## src/rtl/multicycle_controller_pkg.sv

```systemverilog
// Shared encodings for the multicycle RISC-V main controller: FSM states,
// opcodes, ALUOp / ALUControl / ImmSrc codes and the ImmSrc decode helper.
package multicycle_controller_pkg;

    typedef enum logic [3:0] {
        S_FETCH    = 4'd0,
        S_DECODE   = 4'd1,
        S_MEMADR   = 4'd2,
        S_MEMREAD  = 4'd3,
        S_MEMWB    = 4'd4,
        S_MEMWRITE = 4'd5,
        S_EXECR    = 4'd6,
        S_EXECI    = 4'd7,
        S_ALUWB    = 4'd8,
        S_BEQ      = 4'd9,
        S_JAL      = 4'd10
    } state_t;

    localparam logic [6:0] OP_LW  = 7'b0000011;
    localparam logic [6:0] OP_SW  = 7'b0100011;
    localparam logic [6:0] OP_R   = 7'b0110011;
    localparam logic [6:0] OP_I   = 7'b0010011;
    localparam logic [6:0] OP_BEQ = 7'b1100011;
    localparam logic [6:0] OP_JAL = 7'b1101111;

    localparam logic [1:0] ALUOP_ADD   = 2'b00;
    localparam logic [1:0] ALUOP_SUB   = 2'b01;
    localparam logic [1:0] ALUOP_FUNCT = 2'b10;

    localparam logic [2:0] ALU_ADD = 3'b000;
    localparam logic [2:0] ALU_SUB = 3'b001;
    localparam logic [2:0] ALU_AND = 3'b010;
    localparam logic [2:0] ALU_OR  = 3'b011;
    localparam logic [2:0] ALU_SLT = 3'b101;

    localparam logic [1:0] IMM_I = 2'b00;
    localparam logic [1:0] IMM_S = 2'b01;
    localparam logic [1:0] IMM_B = 2'b10;
    localparam logic [1:0] IMM_J = 2'b11;

    // Immediate format for the sign extender, independent of FSM state.
    function automatic logic [1:0] imm_src_for(input logic [6:0] op);
        case (op)
            OP_SW:   return IMM_S;
            OP_BEQ:  return IMM_B;
            OP_JAL:  return IMM_J;
            default: return IMM_I;
        endcase
    endfunction

endpackage

```

## src/rtl/multicycle_controller_alu_decoder.sv

```systemverilog
// ALU decoder: maps ALUOp plus instruction function fields to ALUControl.
module alu_decoder
    import multicycle_controller_pkg::*;
(
    input  logic [1:0] alu_op,
    input  logic [2:0] funct3,
    input  logic       op5,
    input  logic       funct7b5,
    output logic [2:0] alu_control
);

    // Only R-type with funct7b5 set subtracts; addi with funct7b5 set still adds.
    always_comb begin
        alu_control = ALU_ADD;
        case (alu_op)
            ALUOP_ADD: alu_control = ALU_ADD;
            ALUOP_SUB: alu_control = ALU_SUB;
            ALUOP_FUNCT: begin
                case (funct3)
                    3'b000:  alu_control = ({op5, funct7b5} == 2'b11) ? ALU_SUB : ALU_ADD;
                    3'b010:  alu_control = ALU_SLT;
                    3'b110:  alu_control = ALU_OR;
                    3'b111:  alu_control = ALU_AND;
                    default: alu_control = ALU_ADD;
                endcase
            end
            default: alu_control = ALU_ADD;
        endcase
    end

endmodule

```

## src/rtl/multicycle_controller.sv

```systemverilog
// Main control FSM of the multicycle RISC-V core. Sequences fetch, decode,
// memory, execute and writeback over 3-5 cycles, stalling on mem_ready.
module multicycle_controller
    import multicycle_controller_pkg::*;
#(
    parameter logic [3:0] RESET_STATE = 4'd0
) (
    input  logic       clk,
    input  logic       reset,
    input  logic [6:0] op,
    input  logic [2:0] funct3,
    input  logic       funct7b5,
    input  logic       Zero,
    input  logic       mem_ready,
    output logic       PCWrite,
    output logic       AdrSrc,
    output logic       MemWrite,
    output logic       IRWrite,
    output logic [1:0] ResultSrc,
    output logic [1:0] ALUSrcA,
    output logic [1:0] ALUSrcB,
    output logic [2:0] ALUControl,
    output logic       RegWrite,
    output logic [1:0] ImmSrc,
    output logic       illegal_op,
    output logic [3:0] state_o
);

    state_t     state;
    state_t     state_next;
    logic [1:0] alu_op;
    logic       pc_wr;
    logic       mem_wr;
    logic       ir_wr;
    logic       reg_wr;
    logic       illegal;

    // State register with asynchronous return to the reset state.
    always_ff @(posedge clk or posedge reset) begin
        if (reset) state <= state_t'(RESET_STATE);
        else       state <= state_next;
    end

    // Next-state selection and Moore outputs (mem_ready / Zero gate the strobes).
    always_comb begin
        state_next = S_FETCH;
        alu_op     = ALUOP_ADD;
        pc_wr      = 1'b0;
        mem_wr     = 1'b0;
        ir_wr      = 1'b0;
        reg_wr     = 1'b0;
        illegal    = 1'b0;
        AdrSrc     = 1'b0;
        ResultSrc  = 2'b00;
        ALUSrcA    = 2'b00;
        ALUSrcB    = 2'b00;
        case (state)
            S_FETCH: begin
                ALUSrcB    = 2'b10;
                ResultSrc  = 2'b10;
                ir_wr      = mem_ready;
                pc_wr      = mem_ready;
                state_next = mem_ready ? S_DECODE : S_FETCH;
            end
            S_DECODE: begin
                ALUSrcA = 2'b01;
                ALUSrcB = 2'b01;
                case (op)
                    OP_LW, OP_SW: state_next = S_MEMADR;
                    OP_R:         state_next = S_EXECR;
                    OP_I:         state_next = S_EXECI;
                    OP_BEQ:       state_next = S_BEQ;
                    OP_JAL:       state_next = S_JAL;
                    default: begin
                        illegal    = 1'b1;
                        state_next = S_FETCH;
                    end
                endcase
            end
            S_MEMADR: begin
                ALUSrcA    = 2'b10;
                ALUSrcB    = 2'b01;
                state_next = (op == OP_LW) ? S_MEMREAD : S_MEMWRITE;
            end
            S_MEMREAD: begin
                AdrSrc     = 1'b1;
                state_next = mem_ready ? S_MEMWB : S_MEMREAD;
            end
            S_MEMWB: begin
                ResultSrc  = 2'b01;
                reg_wr     = 1'b1;
                state_next = S_FETCH;
            end
            S_MEMWRITE: begin
                AdrSrc     = 1'b1;
                mem_wr     = 1'b1;
                state_next = mem_ready ? S_FETCH : S_MEMWRITE;
            end
            S_EXECR: begin
                ALUSrcA    = 2'b10;
                alu_op     = ALUOP_FUNCT;
                state_next = S_ALUWB;
            end
            S_EXECI: begin
                ALUSrcA    = 2'b10;
                ALUSrcB    = 2'b01;
                alu_op     = ALUOP_FUNCT;
                state_next = S_ALUWB;
            end
            S_ALUWB: begin
                reg_wr     = 1'b1;
                state_next = S_FETCH;
            end
            S_BEQ: begin
                ALUSrcA    = 2'b10;
                alu_op     = ALUOP_SUB;
                pc_wr      = Zero;
                state_next = S_FETCH;
            end
            S_JAL: begin
                ALUSrcA    = 2'b01;
                ALUSrcB    = 2'b10;
                pc_wr      = 1'b1;
                state_next = S_ALUWB;
            end
            default: state_next = S_FETCH;
        endcase
    end

    alu_decoder u_alu_decoder (
        .alu_op      (alu_op),
        .funct3      (funct3),
        .op5         (op[5]),
        .funct7b5    (funct7b5),
        .alu_control (ALUControl)
    );

    // Strobes are masked by reset itself so they drop without waiting for a clock.
    assign PCWrite    = pc_wr   & ~reset;
    assign MemWrite   = mem_wr  & ~reset;
    assign IRWrite    = ir_wr   & ~reset;
    assign RegWrite   = reg_wr  & ~reset;
    assign illegal_op = illegal & ~reset;
    assign ImmSrc     = imm_src_for(op);
    assign state_o    = state;

endmodule

```

## config.mk

```make
export PLATFORM = sky130hd
export DESIGN_NAME = multicycle_controller
export DESIGN_NICKNAME = d
export VERILOG_FILES = /design/src/rtl/multicycle_controller_pkg.sv /design/src/rtl/multicycle_controller_alu_decoder.sv /design/src/rtl/multicycle_controller.sv
export SDC_FILE = /design/constraint.sdc
export NUM_CORES = 1
export LEC_CHECK = 0
export CORE_MARGIN = 10
export CORE_UTILIZATION = 39
export DETAILED_ROUTE_END_ITERATION = 7
export PLACE_DENSITY = 0.76
export REMOVE_ABC_BUFFERS = 1
export SLEW_MARGIN = 10
export SYNTH_ARGS = -nofsm -noshare
export SYNTH_HDL_FRONTEND = slang
export SYNTH_HIERARCHICAL = 1
export SYNTH_SLANG_ARGS = --single-unit
```

## constraint.sdc

```tcl
create_clock -name clk -period 1.8 [get_ports clk]
set_input_delay 0.27 -clock clk [delete_from_list [all_inputs] [get_ports clk]]
set_output_delay 0.27 -clock clk [all_outputs]
set_load 0.005 [all_outputs]
```

==> results of run 1 <==
-- logic make-up after synthesis --
| kind of cell | Yosys count | share of synthesized area [%] |
|---|---|---|
| mux | 3 | 4.42 |
| compound gates | 20 | 21.5 |
| buf+inv | 12 | 8.84 |
| xor+xnor | 1 | 1.29 |
| simple gates | 47 | 45.5 |
| flops | 4 | 14.7 |
| fa+ha+maj | 2 | 3.68 |
-- what timing repair did --
item | in CTS | in global routing
gates resized for setup | 73 | 39
pin swaps | 7 | 8
setup endpoints to repair | 17 | 12
buffers inserted | 10 | 5
gates cloned | 0 | 0
hold buffers | 0 | 0
-- synthesized netlist by cell type, drive strengths merged --
library cell | number | area [sq um]
a211oi | 1 | 7.51
nand3 | 1 | 5.00
clkbuf | 1 | 3.75
xor2 | 1 | 8.76
and4bb | 1 | 12.5
o22ai | 2 | 12.5
nor3 | 7 | 50.1
nand2b | 11 | 76.3
a21oi | 8 | 40.0
nand3b | 1 | 7.51
o41ai | 1 | 8.76
and4b | 1 | 11.3
nor4 | 3 | 25.0
inv | 6 | 22.5
mux2i | 3 | 30.0
nand4bb | 1 | 11.3
a22oi | 1 | 7.51
ha | 2 | 25.0
a221oi | 2 | 23.8
a2111oi | 1 | 10.0
nand2 | 5 | 18.8
and2b | 2 | 15.0
nor2b | 1 | 6.26
o21ai | 1 | 5.00
dfrtp | 4 | 100
o32ai | 1 | 16.3
nor4b | 3 | 32.5
a21o | 2 | 15.0
nor2 | 10 | 37.5
buf | 5 | 33.8
-- area by class of cell --
| cell class | instances | area share, % |
|---|---|---|
| Timing Repair Buffer | 76 | 42.1 |
| Sequential cell | 4 | 6.56 |
| Tap cell | 17 | 1.38 |
| Multi-Input combinational cell | 73 | 47.0 |
| Clock buffer | 3 | 1.46 |
| Inverter | 6 | 1.46 |
-- worst paths after layout --
kind                       slack, ns  cells past startpoint                    to
setup / recovery               -0.08                      7            illegal_op
hold / removal                  0.23                      3  state_o[2]$_DFF_PP0_
setup reg to reg                0.16                      7  state_o[1]$_DFF_PP0_
hold reg to reg                 0.78                      3  state_o[3]$_DFF_PP0_
max in group asynchronous       1.38                      3  state_o[3]$_DFF_PP0_
min in group clk                0.78                      3  state_o[3]$_DFF_PP0_
-- per-stage QoR --
| stage | util [%] | total power (uW) | TNS [ns] | instance area [sq um] | instances |
|---|---|---|---|---|---|
| after floorplan | - | 181 | -0.125 | 642 | 83 |
| after global placement | 72.0 | 316 | -2.36 | 1220 | 162 |
| after detailed placement | 72.0 | 320 | -2.63 | 1220 | 162 |
| after CTS | 82.2 | 471 | -0.631 | 1390 | 175 |
| after global routing | 91.4 | 543 | -0.941 | 1540 | 179 |
| final | 91.4 | 517 | -0.321 | 1540 | 179 |
-- worst reg2reg max path: stages (launching register included) --
cell and delay, ns:
dfrtp_1 0.36, buf_6 0.14, buf_6 0.13, buf_6 0.13, nor4b_2 0.31, and4bb_1 0.25
o22ai_1 0.08, o41ai_1 0.10
-- power by group through the flow --
stage          clock (uW)  sequential (uW)  combinational, uW
6_report              118             99.1                300
2_1_floorplan           0              108               72.5
4_1_cts               125             96.9                249
3_5_place_dp            0             97.5                222
5_1_grt               124             99.8                319
3_3_place_gp            0             97.6                218
-- layer usage --
| layer | global-route usage [%] | up-vias | routed length [um] |
|---|---|---|---|
| met5 | 0 | - | 0 |
| met4 | 7.01 | 0 | 51 |
| met3 | 4.47 | 8 | 185 |
| met2 | 32.5 | 37 | 1840 |
| met1 | 16.6 | 480 | 1300 |
| li1 | - | 481 | - |
==> impl_results.md, run 1 <==
- Critical Path RT: 1.53 ns
- Pwr/cell area: 335 mW/mm^2
- Post-placement setup slack: -0.350 ns
- Mapped Area: 679 sq um
- Global-route wire length before repair: 4.78 mm
- Slew @ Worst Pin: 0.418 ns
- Clk sinks: 4
- Syn_area_per_cell: 7.63 sq um
- Max Root-Sink Buffers: 2
- Period utilization: 105%
- Setup slack after layout: -0.0843 ns
- Hold_ws: 0.235 ns
- Slowest-stage cell, CP: dfrtp_1
- Layout area overhead: 127%
- Crit path launch type: register
- Gr usage total: 16.9%
- Crit-path max FO: 4
- # rows: 15
- Later-pin clock latency in the skew report: 0.24 ns
- Largest stage delay, worst path: 0.40 ns
- # setup viols final: 6
- DRT iter0 DRCs: 47
- Total congestion overflow: 0
- Number of synthesized register bits: 4
- Diode count: 0
- Max rail drop VDD: 0.000398 V
- Clock power share: 22.8%
- Most frequent cells in the layout: 31 x buf_4, 11 x clkdlybuf4s50_1, 10 x dlygate4sd2_1, 10 x buf_6, 8 x buf_2
- Reg area: 101 sq um
- WP data arrival: 1.61 ns
- Relative max-transition margin: 71.8%
- Unrepaired setup endpoints after global routing: true
- R2r startpoint: state_o[1]$_DFF_PP0_
- Die ar.: 0.00381 sq mm
- Root Buffer: clkbuf_4
- # DRC: 0
- Final Hold Fails: 0
- Family with the most delay on the worst path: buffers and inverters
- Final Routed Wirelength: 3.38 mm
- Sw Ratio: 35.2%
- Layout cells sized above 1: 58.6%
- # port buffers: 35
- Io pins: 36
- Vias in the first global route: 1005
- Largest net degree at the start of global routing: 18
- Fill count: 65
- Starting density of the core: 40.2%
- Pleak: 0.000729 uW
- Crit path buf inv count: 4
- Area of the multi-input gates: 726 sq um
- # nets final: 181
- DRT antenna net count: 0
- Die Ht: 61.7 um
- Post-route minimum period: 1.88 ns
- Combinational share of power: 58.0%
- Initial antenna violation count: 0
- Vias post-DR: 1006
- GPL Wtd Cong: 0.796
- CP Capture Type: output port
- Most common cell after layout, fill and taps aside: buf_4
- Worst setup path startpoint: state_o[0]$_DFF_PP0_
- Post-synthesis sequential area ratio: 14.7%
- Die boundary width: 61.7 um
- Post-DP HPWL: 2.03 mm
- Status: complete, but fails checks
- Reg power frac: 19.2%
- Core area: 0.00169 sq mm
- WS Path Type: register to output port
- WL per Instance: 18.9 um
- Psw: 182 uW
- Worst hold path class: primary input to async pin
- Failing checks: negative setup slack
- CTS tree: yes
- H-Tree Level Count: 1
- Max FFs per register: 4
- Number of buffers created by CTS: 3
- Vias/cell: 5.62
- Post-Syn Instances: 89
- Max-slew violation count: 0
- Max-cap violations: 0
- Yosys warning total: 6
- Max Clk Rate: 531 MHz
- CTS clock-pin slew for the worst setup and hold paths: 0.04 ns
- Skew final: 0.00326 ns
- First drt pass iteration count: 4
- Worst-path cell chain: buf_6, buf_6, and2b_1, buf_6, nand2_4, nor4_2, buf_2
- Post-synthesis cell type count: 37
- Most used cell, CP: buf_6
- Power Internal: 335 uW
Note: power is estimated with default switching activity, not from simulation.
==> run 2: changes to the inputs <==
CORE_UTILIZATION = 35   (was 39)
PLACE_DENSITY = 0.69   (was 0.76)
==> run 2 against run 1 <==
Against the previous run:
- the flow still finishes with violations (negative setup slack)
- wire length increased by 5.7%
- clock-buffer cell count unchanged
- combinational power about the same
- die area rose by 7.7%
- critical path depth down 1
- clock power hardly changed
- sequential power fell by 1%
- clock skew down 0.0013 ns
- hold slack better by 0.12 ns
- register-to-register slack lost 0.04 ns
- via count rose by 1.2%
- critical path type unchanged
==> impl_results.md, run 2 (synthesis results as in run 1) <==
- Status: complete, but fails checks
- Failing checks: negative setup slack
- Max Root-Sink Buffers: 2
- Grt peak-use layer: met2
- # rows: 15
- CTS tree: yes
- Hold_ws: 0.355 ns
- Vias/cell: 5.33
- Non-Filler Instances: 191
- Sw Ratio: 36.0%
- WL per Instance: 18.7 um
- Combinational share of power: 58.1%
- # port buffers: 35
- GPL Wtd Cong: 0.826
- Clk sinks: 4
- DRT iter0 DRCs: 43
- Pwr/cell area: 333 mW/mm^2
- Met1 Use GR: 14.2%
- # nets final: 185
- Unrepaired setup endpoints after global routing: true
- Clock power share: 23.2%
- Period utilization: 105%
- Io pins: 36
- Initial antenna violation count: 0
- Final Hold Fails: 0
- Total congestion overflow: 0
- Reg power frac: 18.8%
- # setup viols final: 6
- Skew final: 0.00192 ns
- Largest net degree at the start of global routing: 18
- Slew @ Worst Pin: 0.391 ns
- Gr usage total: 13.6%
- Max-slew violation count: 0
- Starting density of the core: 38.1%
- Die boundary width: 64.1 um
- Post-route minimum period: 1.88 ns
- Later-pin clock latency in the skew report: 0.24 ns
- Critical Path RT: 1.53 ns
- FF-to-FF End: state_o[1]$_DFF_PP0_
- Max rail drop VDD: 0.000218 V
- Die ar.: 0.00410 sq mm
- Crit path launch type: register
- Layout cells sized above 1: 59.6%
- Max-cap violations: 0
- Vias in the first global route: 1056
- Layout area overhead: 130%
- Met2 Use GR: 24.6%
- Relative max-transition margin: 73.7%
- WS Path Type: register to output port
- Max FFs per register: 4
- Pleak: 0.000716 uW
- Fill count: 81
- CP Capture Type: output port
- H-Tree Level Count: 1
- Power Internal: 334 uW
- WP data arrival: 1.61 ns
- Vias post-DR: 1018
- CTS clock-pin slew for the worst setup and hold paths: 0.04 ns
- Most common cell after layout, fill and taps aside: buf_4
- R2R Setup Slk: 0.12 ns
- First drt pass iteration count: 4
- R2r startpoint: state_o[0]$_DFF_PP0_
- Root Buffer: clkbuf_4
- Diode count: 0
- Crit-path max FO: 3
- Post-DP HPWL: 2.08 mm
- Most frequent cells in the layout: 35 x buf_4, 15 x clkdlybuf4s50_1, 10 x buf_6, 7 x buf_2, 7 x clkbuf_2
- Core area: 0.00178 sq mm
- Met3 Usage GRT: 5.05%
- Final Routed Wirelength: 3.57 mm
- Max Clk Rate: 531 MHz
- Worst r2r path cells: 7
- Setup slack after layout: -0.0830 ns
- Psw: 188 uW
- DRT antenna net count: 0
- Setup TNS: -0.360 ns
- Number of buffers created by CTS: 3
- # DRC: 0
- Hold_buf cts: 0
- Die Ht: 64.1 um
- Inst Count DP: 169
- Global-route wire length before repair: 4.70 mm
- Worst hold path class: primary input to async pin
run 2: cell type report:
cell class | count | area, sq um | share of cell area, %
Clock buffer | 3 | 22.5 | 1.44
Inverter | 6 | 22.5 | 1.44
Multi-Input combinational cell | 73 | 739 | 47.2
Sequential cell | 4 | 101 | 6.47
Tap cell | 25 | 31.3 | 2.00
Timing Repair Buffer | 80 | 648 | 41.4
run 2: critical path: stages (launching register included):
cell	delay [ns]
dfrtp_1	0.39
nand2b_4	0.16
nor2_4	0.14
inv_2	0.06
ha_4	0.29
and4b_2	0.22
clkbuf_2	0.11
run 2: worst max path at each step:
stage                                     from            end  cells after the start
after floorplan           state_o[2]$_DFF_PP0_  ALUControl[2]                      5
after global placement    state_o[1]$_DFF_PP0_  ALUControl[2]                      6
after detailed placement  state_o[1]$_DFF_PP0_  ALUControl[2]                      6
after CTS                 state_o[1]$_DFF_PP0_  ALUControl[1]                      6
after global routing      state_o[3]$_DFF_PP0_  ALUControl[2]                      6
final                     state_o[1]$_DFF_PP0_  ALUControl[1]                      6
run 2: per-stage QoR:
| step | worst slack (ns) | utilization [%] | power (uW) | cell area (sq um) |
|---|---|---|---|---|
| detailed placement | -0.371 | 68.4 | 321 | 1220 |
| finish | -0.0830 | 87.8 | 522 | 1570 |
| global route | -0.150 | 87.8 | 550 | 1570 |
| CTS | -0.235 | 78.4 | 466 | 1400 |
| global placement | -0.327 | 68.4 | 317 | 1220 |
| floorplan | -0.0926 | - | 181 | 642 |
run 2: what timing repair did:
item / CTS / global route
setup buffers: 13 / 8
gates cloned: 0 / 0
gates resized for setup: 59 / 48
pin swaps: 7 / 14
hold endpoints to repair: 0 / 0
endpoints found under the setup margin: 17 / 13
run 2: power by group through the flow:
| stage | Combinational (uW) | Clock, uW | Sequential [uW] |
|---|---|---|---|
| 4_1_cts | 247 | 121 | 97.6 |
| 5_1_grt | 321 | 131 | 98.1 |
| 6_report | 303 | 121 | 98.0 |
| 3_5_place_dp | 223 | 0 | 97.7 |
| 3_3_place_gp | 219 | 0 | 97.6 |
| 2_1_floorplan | 72.5 | 0 | 108 |
run 2: routing by layer:
layer / up-vias / part of all wire (%)
li1: 482 / -
met1: 486 / 42
met2: 42 / 50
met3: 8 / 5.9
met4: 0 / 1.8
met5: - / 0
==> run 3: changes to the inputs <==
ABC_CLOCK_PERIOD_IN_PS = 1800   (was unset)
SLEW_MARGIN = 20   (was 10)
==> results of run 3 <==
Same layout as run 2: the final DEF is identical, and so are final timing and power.
